===== src/rtl/cpu_types_pkg.sv =====
// Shared CPU pipeline types: per-slot skid buffer state and entry count.
package cpu_types_pkg;

  typedef enum logic [1:0] {SLOT_EMPTY, SLOT_ONE, SLOT_FULL} skid_state_t;

  localparam int SKID_ENTRIES = 2;

endpackage


===== src/rtl/skid_slot.sv =====
// One valid/ready slot with a main register and a one-deep skid register.
// in_ready depends only on the state register, so it is fully registered.
module skid_slot
  import cpu_types_pkg::*;
#(
  parameter int                WIDTH     = 32,
  parameter logic [WIDTH-1:0]  FLUSH_VAL = '0
) (
  input  logic             clk,
  input  logic             rst_n,
  input  logic             flush,
  input  logic             in_valid,
  output logic             in_ready,
  input  logic [WIDTH-1:0] in_data,
  output logic             out_valid,
  input  logic             out_ready,
  output logic [WIDTH-1:0] out_data
);

  skid_state_t      state_reg, state_next;
  logic [WIDTH-1:0] main_reg, main_next;
  logic [WIDTH-1:0] skid_reg, skid_next;
  logic             fire_in, fire_out;

  assign in_ready  = (state_reg != SLOT_FULL);
  assign out_valid = (state_reg != SLOT_EMPTY);
  assign out_data  = main_reg;
  assign fire_in   = in_valid & in_ready;
  assign fire_out  = out_valid & out_ready;

  always_ff @(posedge clk or negedge rst_n) begin
    if (!rst_n) begin
      state_reg <= SLOT_EMPTY;
      main_reg  <= FLUSH_VAL;
      skid_reg  <= FLUSH_VAL;
    end else begin
      state_reg <= state_next;
      main_reg  <= main_next;
      skid_reg  <= skid_next;
    end
  end

  always_comb begin
    state_next = state_reg;
    main_next  = main_reg;
    skid_next  = skid_reg;
    if (flush) begin
      state_next = SLOT_EMPTY;
      main_next  = FLUSH_VAL;
      skid_next  = FLUSH_VAL;
    end else begin
      case (state_reg)
        SLOT_EMPTY: begin
          if (fire_in) begin
            main_next  = in_data;
            state_next = SLOT_ONE;
          end
        end
        SLOT_ONE: begin
          if (fire_in && fire_out) begin
            main_next = in_data;
          end else if (fire_in) begin
            skid_next  = in_data;
            state_next = SLOT_FULL;
          end else if (fire_out) begin
            // main keeps its last value so out_data stays defined while idle
            state_next = SLOT_EMPTY;
          end
        end
        SLOT_FULL: begin
          if (fire_out) begin
            main_next  = skid_reg;
            state_next = SLOT_ONE;
          end
        end
        default: state_next = SLOT_EMPTY;
      endcase
    end
  end

endmodule


===== src/rtl/pipe_stage_skid.sv =====
// Parametrised pipeline register: DEPTH chained skid slots with flush and occupancy.
// Define PIPE_STAGE_SKID_STATS_EN to add saturating stall_cnt / flush_cnt outputs.
module pipe_stage_skid
  import cpu_types_pkg::*;
#(
  parameter int                WIDTH     = 32,
  parameter int                DEPTH     = 1,
  parameter logic [WIDTH-1:0]  FLUSH_VAL = '0
) (
  input  logic                                        CLK,
  input  logic                                        nRST,
  input  logic                                        flush,
  input  logic                                        in_valid,
  output logic                                        in_ready,
  input  logic [WIDTH-1:0]                            in_data,
  output logic                                        out_valid,
  input  logic                                        out_ready,
  output logic [WIDTH-1:0]                            out_data,
`ifdef PIPE_STAGE_SKID_STATS_EN
  output logic [31:0]                                 stall_cnt,
  output logic [31:0]                                 flush_cnt,
`endif
  output logic [$clog2(SKID_ENTRIES*DEPTH+1)-1:0]     occupancy
);

  localparam int OCC_W = $clog2(SKID_ENTRIES*DEPTH+1);

  // Index k is the input side of slot k; index DEPTH is the block output.
  logic [DEPTH:0]   chain_valid;
  logic [DEPTH:0]   chain_ready;
  logic [WIDTH-1:0] chain_data [DEPTH+1];

  assign chain_valid[0]     = in_valid;
  assign chain_data[0]      = in_data;
  assign in_ready           = chain_ready[0];
  assign out_valid          = chain_valid[DEPTH];
  assign out_data           = chain_data[DEPTH];
  assign chain_ready[DEPTH] = out_ready;

  genvar gi;
  generate
    for (gi = 0; gi < DEPTH; gi = gi + 1) begin : g_slot
      skid_slot #(
        .WIDTH     (WIDTH),
        .FLUSH_VAL (FLUSH_VAL)
      ) u_slot (
        .clk       (CLK),
        .rst_n     (nRST),
        .flush     (flush),
        .in_valid  (chain_valid[gi]),
        .in_ready  (chain_ready[gi]),
        .in_data   (chain_data[gi]),
        .out_valid (chain_valid[gi+1]),
        .out_ready (chain_ready[gi+1]),
        .out_data  (chain_data[gi+1])
      );
    end
  endgenerate

  // Internal slot-to-slot moves conserve the total, so only the ends matter.
  logic [OCC_W-1:0] occ_reg, occ_next;
  logic             top_fire_in, top_fire_out;

  assign top_fire_in  = in_valid & in_ready;
  assign top_fire_out = out_valid & out_ready;
  assign occupancy    = occ_reg;

  always_comb begin
    occ_next = occ_reg + OCC_W'(top_fire_in) - OCC_W'(top_fire_out);
    if (flush) begin
      occ_next = '0;
    end
  end

  always_ff @(posedge CLK or negedge nRST) begin
    if (!nRST) begin
      occ_reg <= '0;
    end else begin
      occ_reg <= occ_next;
    end
  end

`ifdef PIPE_STAGE_SKID_STATS_EN
  logic [31:0] stall_cnt_reg;
  logic [31:0] flush_cnt_reg;

  always_ff @(posedge CLK or negedge nRST) begin
    if (!nRST) begin
      stall_cnt_reg <= '0;
      flush_cnt_reg <= '0;
    end else begin
      if (out_valid && !out_ready && (stall_cnt_reg != 32'hFFFF_FFFF)) begin
        stall_cnt_reg <= stall_cnt_reg + 32'd1;
      end
      if (flush && (flush_cnt_reg != 32'hFFFF_FFFF)) begin
        flush_cnt_reg <= flush_cnt_reg + 32'd1;
      end
    end
  end

  assign stall_cnt = stall_cnt_reg;
  assign flush_cnt = flush_cnt_reg;
`endif

endmodule


===== config.mk =====
export PLATFORM = sky130hd
export DESIGN_NAME = pipe_stage_skid
export DESIGN_NICKNAME = d
export VERILOG_FILES = /design/src/rtl/cpu_types_pkg.sv /design/src/rtl/skid_slot.sv /design/src/rtl/pipe_stage_skid.sv
export SDC_FILE = /design/constraint.sdc
export NUM_CORES = 1
export LEC_CHECK = 0
export CAP_MARGIN = 25
export CORE_MARGIN = 3
export CORE_UTILIZATION = 50
export DETAILED_ROUTE_END_ITERATION = 10
export PLACE_DENSITY = 0.78
export SKIP_LAST_GASP = 1
export SYNTH_ARGS = -nofsm -noshare
export SYNTH_HDL_FRONTEND = slang
export SYNTH_HIERARCHICAL = 1
export SYNTH_SLANG_ARGS = --single-unit

===== constraint.sdc =====
create_clock -name CLK -period 2.36 [get_ports CLK]
set_input_delay 0.236 -clock CLK [delete_from_list [all_inputs] [get_ports CLK]]
set_output_delay 0.236 -clock CLK [all_outputs]
set_load 0.1 [all_outputs]

==> impl_metrics.ini, run 1 <==
[logic_synthesis]
synthSimpleGateAreaFrac = 0.09980
ys_types = 22
synth_top_family_by_area = compound AO/OA/AOI/OAI gates
syn-num-nets = 312
synthAdderAreaFrac = 0.007921
synth.yosys.seq_area_share = 0.5386
synth_xor_area_frac = 0.007129
syn-cell-area_sq_um = 3159
avgSynthCellArea_sq_um = 11.57
synth.mux.area_fraction = 0.1529
synth_compound_area_frac = 0.1545
ys_ff_latch = 68
synth_warnings = 6
synth_cells = 273

[place]
hpwl_microns = 4760
dp.cells = 414
globalplace.congestion = 0.7626
place.port_buffers = 72
dp_worst_setup_slack_ps = 123.6

[drt]
finalWirelength_microns = 7346
drc = 0
wl_per_cell_microns = 17.00
postRouteAntennaNets = 0
dr.pass1.iters = 4
route.vias.total = 2376
vias_per_cell = 5.500
drt-initial-drc-count = 203

[critical_path]
cp-start-kind = flip-flop
arrival_ps = 2150
cp-end-kind = flip-flop
crit_fanout = 11
cp.required_ps = 2590
worstSetupPathType = reg2reg

[cells_and_area]
fin_util = 0.6894
layout-drive-gt1-share = 0.2969
final_cell_mix = dfrtp_1 (68), nand2_1 (65), buf_4 (46)
nets = 391
final_cells = 432
diodes = 0
area_growth_pct = 31.49
layout_commonest_cell = dfrtp_1

[global_routing]
met2_usage = 0.3114
use_met1 = 0.3039
met3_usage = 0.06148
gr-total-overflow = 0
grt_pass1_wl_microns = 12040
grt_most_used_layer = met2
grt_pass1_vias = 2413
grt_usage = 0.2128
antenna_found_initial = 0
grt_max_degree = 48

[pwr]
swShare = 0.3622
switching_power_mw = 1.143
power.density_nw_per_um2 = 759.9
internal_power_mw = 2.013
p_comb_frac = 0.289
power.leakage_nw = 2.087
clkPwrFrac = 0.303
ir_drop_mv = 0.4903
seq_power_share = 0.408

[floorplan]
start_util = 0.5243
ios = 73
fp.dieW_microns = 85.49
die_area_sq_um = 7309
die_h_microns = 85.49
core_sq_um = 6026
rows = 28

[clocking]
post_cts_resized = 0
clk_path_buf_depth = 2
cts.sinks = 68
numCtsBuffers = 9
clkLatencyLatePin_ps = 340
cts-root-buf = clkbuf_8
htree_levels = 3
cts_tree = built
path_clk_slew_ps = 80

[timing]
relSlewSlack = 0.6133
finalCritPeriodShare = 0.8151
rsz0062_at_grt = false
hold_ws_ps = 398.8
hold_viol_final = 0
worst_pin_slew_ps = 577.2
fmax_mhz = 519.8
skew_ps = 5.148
layout_min_cycle_time_ps = 1924
setup_viol = 0
drv_slew = 0
tns_ps = 0
timing.final.ws_setup_ps = 436.3

[worst_hold_path]
min-delay-path-class = in2async

[outcome]
status = completed

[job]
cap_violations = 0
==> path summary, 6_finish.rpt <==
path	endpoint	from	cells past startpoint	slack, ps
max in group asynchronous	g_slot[0].u_slot/skid_reg[23]$_DFFE_PN0P_	nRST	3	1330
min reg2reg	g_slot[0].u_slot/skid_reg[21]$_DFFE_PN0P_	g_slot[0].u_slot/skid_reg[21]$_DFFE_PN0P_	1	510
max	g_slot[0].u_slot/out_data[20]$_DFFE_PN0P_	g_slot[0].u_slot/state_reg[1]$_DFFE_PN0P_	5	440
min in group CLK	g_slot[0].u_slot/skid_reg[0]$_DFFE_PN0P_	in_data[0]	2	510
min	occupancy[1]$_DFF_PN0_	nRST	2	400
max reg2reg	g_slot[0].u_slot/out_data[20]$_DFFE_PN0P_	g_slot[0].u_slot/state_reg[1]$_DFFE_PN0P_	5	440
==> area by class of cell <==
class | count | area [sq um]
repair buffers | 88 | 802.0
clock buffers | 9 | 123.9
clock inverters | 7 | 77.57
well taps | 75 | 93.84
inverters | 3 | 11.26
multi-input cells | 182 | 1344
flip-flops and latches | 68 | 1702
fillers | 432 | 1872
==> per-layer routing <==
layer	share of wire	wire, microns
met2	0.45	3318
met5	0	0
met3	0.062	452
met1	0.47	3461
met4	0.016	114
==> power by group through the flow <==
| stage | Sequential (mW) | Clock (mW) | Combinational [mW] |
|---|---|---|---|
| 3_5_place_dp | 1.31 | 0 | 0.912 |
| 4_1_cts | 1.29 | 0.983 | 0.915 |
| 6_report | 1.29 | 0.957 | 0.912 |
| 3_3_place_gp | 1.31 | 0 | 0.900 |
| 5_1_grt | 1.30 | 1.03 | 0.952 |
| 2_1_floorplan | 1.72 | 0 | 0.235 |
==> stage by stage <==
stage	power, mW	cell area (sq um)
final	3.157	4154
after global routing	3.280	4154
after CTS	3.185	4143
after detailed placement	2.218	3931
after global placement	2.207	3931
after floorplan	1.954	3159
==> timing repair <==
action,in CTS,in global routing
hold endpoints to repair,21,0
hold buffers,1,0
setup endpoints to repair,0,0
buffers inserted,0,0
==> cell families after synthesis <==
kind of cell	Yosys count
AND/OR/NAND/NOR	78
AO/OA/AOI/OAI	68
flip-flops	68
multiplexers	33
buffers and inverters	23
adder cells (fa/ha/maj)	2
XOR/XNOR	1
==> cell usage after synthesis <==
| cell | n | area share |
|---|---|---|
| buf_2 | 6 | 0.0095 |
| o211ai_4 | 1 | 0.0067 |
| inv_1 | 3 | 0.0036 |
| xnor3_1 | 1 | 0.0071 |
| buf_6 | 4 | 0.014 |
| nor2_1 | 3 | 0.0036 |
| buf_1 | 3 | 0.0036 |
| mux2i_1 | 1 | 0.0032 |
| nor2b_1 | 3 | 0.0059 |
| mux2_2 | 2 | 0.0071 |
| a22o_1 | 32 | 0.089 |
| nand2_1 | 65 | 0.077 |
| and2_1 | 1 | 0.0020 |
| nand2b_1 | 3 | 0.0059 |
| ha_1 | 2 | 0.0079 |
| o21ai_4 | 1 | 0.0051 |
| nor3_1 | 2 | 0.0032 |
| a21oi_1 | 34 | 0.054 |
| or2_2 | 1 | 0.0020 |
| dfrtp_1 | 68 | 0.54 |
| mux2_4 | 30 | 0.14 |
| clkbuf_1 | 7 | 0.0083 |
==> worst max-delay path, stage by stage, from the launching register on <==
cell	delay, ps
dfrtp_1	420
nand2b_1	180
buf_4	160
o211ai_4	480
buf_12	230
mux2_2	340
(Power assumes the default switching activity.)
==> inputs of run 2 (changes only) <==
==> constraint.sdc (replaced) <==
create_clock -name CLK -period 1.77 [get_ports CLK]
set_input_delay 0.177 -clock CLK [delete_from_list [all_inputs] [get_ports CLK]]
set_output_delay 0.177 -clock CLK [all_outputs]
set_load 0.1 [all_outputs]
==> run 2 against run 1 <==
Critical endpoint is now g_slot[0].u_slot/out_data[2]$_DFFE_PN0P_. Worst hold slack lost 4.3 ps. Global-route usage grew 0.38 points. Maximum frequency grew 18%. Cell count grew 0.69%. Core utilization grew 1.8 points.
==> impl_metrics.ini, run 2 (synthesized netlist as in run 1, its figures left out) <==
[outcome]
status = completed

[clocking]
numCtsBuffers = 9
clk_path_buf_depth = 2
path_clk_slew_ps = 70
cts-root-buf = clkbuf_8
clkLatencyLatePin_ps = 330
cts_tree = built
cts.sinks = 68
post_cts_resized = 0
htree_levels = 3

[pwr]
seq_power_share = 0.396
power.leakage_nw = 2.125
switching_power_mw = 1.474
p_comb_frac = 0.286
power.density_nw_per_um2 = 1021
swShare = 0.3387
clkPwrFrac = 0.318
ir_drop_mv = 0.8664
internal_power_mw = 2.879

[critical_path]
r2r-end = g_slot[0].u_slot/out_data[2]$_DFFE_PN0P_
reg2reg_depth = 4
worstSetupPathType = reg2reg
cp_top_family = flip-flops
arrival_ps = 1850
cp.required_ps = 1990
cp-end-kind = flip-flop
crit_slowest_cell = dfrtp_1
crit_path_start = g_slot[0].u_slot/state_reg[1]$_DFFE_PN0P_
critical_path_buf_inv_count = 1
cp-endpoint = g_slot[0].u_slot/out_data[2]$_DFFE_PN0P_
cp-start-kind = flip-flop
slowest_delay_ps = 420
crit_fanout = 13
crit_chain = nand2b_1 > o211ai_4 > buf_12 > mux2_4
rrSetupSlack_ps = 130
cp.depth = 4
r2r-start = g_slot[0].u_slot/state_reg[1]$_DFFE_PN0P_

[global_routing]
gr-total-overflow = 0
grt_max_degree = 69
antenna_found_initial = 0
grt_pass1_wl_microns = 12250
grt_usage = 0.2166
grt_pass1_vias = 2490

[floorplan]
ios = 73
fp.dieW_microns = 85.49
start_util = 0.5243
core_sq_um = 6026
rows = 28
die_area_sq_um = 7309
die_h_microns = 85.49

[place]
place_area_sq_um = 4039
globalplace.congestion = 0.8014
place.port_buffers = 72
hpwl_microns = 4943

[drt]
drt-initial-drc-count = 152
postRouteAntennaNets = 0
dr.pass1.iters = 4
drc = 0
route.vias.total = 2415
wl_per_cell_microns = 16.91
vias_per_cell = 5.552
finalWirelength_microns = 7354

[timing]
worst_pin_slew_ps = 388.4
fmax_mhz = 611.5
rsz0062_at_grt = false
skew_ps = 6.743
finalCritPeriodShare = 0.9239
hold_viol_final = 0
setup_viol = 0
relSlewSlack = 0.7398
drv_slew = 0
layout_min_cycle_time_ps = 1635

[cells_and_area]
final_cell_mix = dfrtp_1 (68), nand2_1 (64), buf_4 (47)
layout_commonest_cell = dfrtp_1
fin_util = 0.7078
area_growth_pct = 35.01
nets = 394
post-route-cell-area_sq_um = 4265
diodes = 0
layout-drive-gt1-share = 0.3167

[worst_hold_path]
min-delay-path-class = in2async

[job]
cap_violations = 0
## run 2: cell types whose count changed in the layout (fill, tap and decap cells not counted), moves of 2 or more
| cell | previous run | this run |
|---|---|---|
| buf_12 | 4 | 7 |
| ha_4 | 0 | 2 |
| clkinv_4 | 4 | 0 |
| inv_1 | 3 | 1 |
| ha_1 | 2 | 0 |
| clkinv_2 | 1 | 3 |
## run 2: what timing repair did
item                                   in CTS  in global routing
setup buffers                               0                  0
hold buffers                                1                  0
endpoints found under the hold margin      68                  0
## run 2: layer usage
layer | vias to the layer above | track usage | wire length, microns
met2 | 82 | 0.3347 | 3600
li1 | 1111 | - | -
met5 | - | 0 | 0
met1 | 1208 | 0.2865 | 3179
met3 | 14 | 0.07012 | 411
met4 | 0 | 0.08201 | 163
## run 2: how the worst min path moves through the flow
stage	to	slack, ps	depth (start not counted)
global placement	occupancy[0]$_DFF_PN0_	220	2
detailed placement	g_slot[0].u_slot/state_reg[0]$_DFFE_PN0P_	230	2
floorplan	g_slot[0].u_slot/out_data[0]$_DFFE_PN0P_	-120	0
finish	g_slot[0].u_slot/state_reg[0]$_DFFE_PN0P_	390	3
global route	g_slot[0].u_slot/skid_reg[19]$_DFFE_PN0P_	410	3
CTS	g_slot[0].u_slot/skid_reg[19]$_DFFE_PN0P_	390	3
## run 2: power by group through the flow
stage	sequential (mW)	combinational, mW	clock [mW]
finish	1.72	1.25	1.38
global route	1.73	1.30	1.50
CTS	1.72	1.26	1.42
detailed placement	1.75	1.25	0
global placement	1.75	1.23	0
floorplan	2.29	0.327	0
## run 2: layout make-up
class / count / area [sq um]
sequential: 68 / 1702
timing repair buffer: 91 / 858.3
clock inverter: 5 / 75.07
clock buffer: 11 / 141.4
inverter: 3 / 13.76
fill: 437 / 1760
tap: 75 / 93.84
multi-input combinational: 182 / 1381
## run 2: worst register-to-register path, delay by kind of cell (launching register included)
kind / cells / cell delay, ps
DFF: 1 / 420
AOI/OAI and AO/OA: 1 / 370
muxes: 1 / 310
buffers and inverters: 1 / 220
and+or+nand+nor: 1 / 210
## run 2: stage by stage
stage	power, mW	hold WS, ps	setup TNS [ps]	setup slack, ps	std cells
final	4.353	394.5	0	134.8	435
after global routing	4.537	405.6	0	65.23	435
after CTS	4.397	385.9	0	110.8	435
after detailed placement	3.000	225.0	-4575	-166.3	418
after global placement	2.979	222.6	-3695	-134.4	418
after floorplan	2.622	-118.6	0	5.054	273
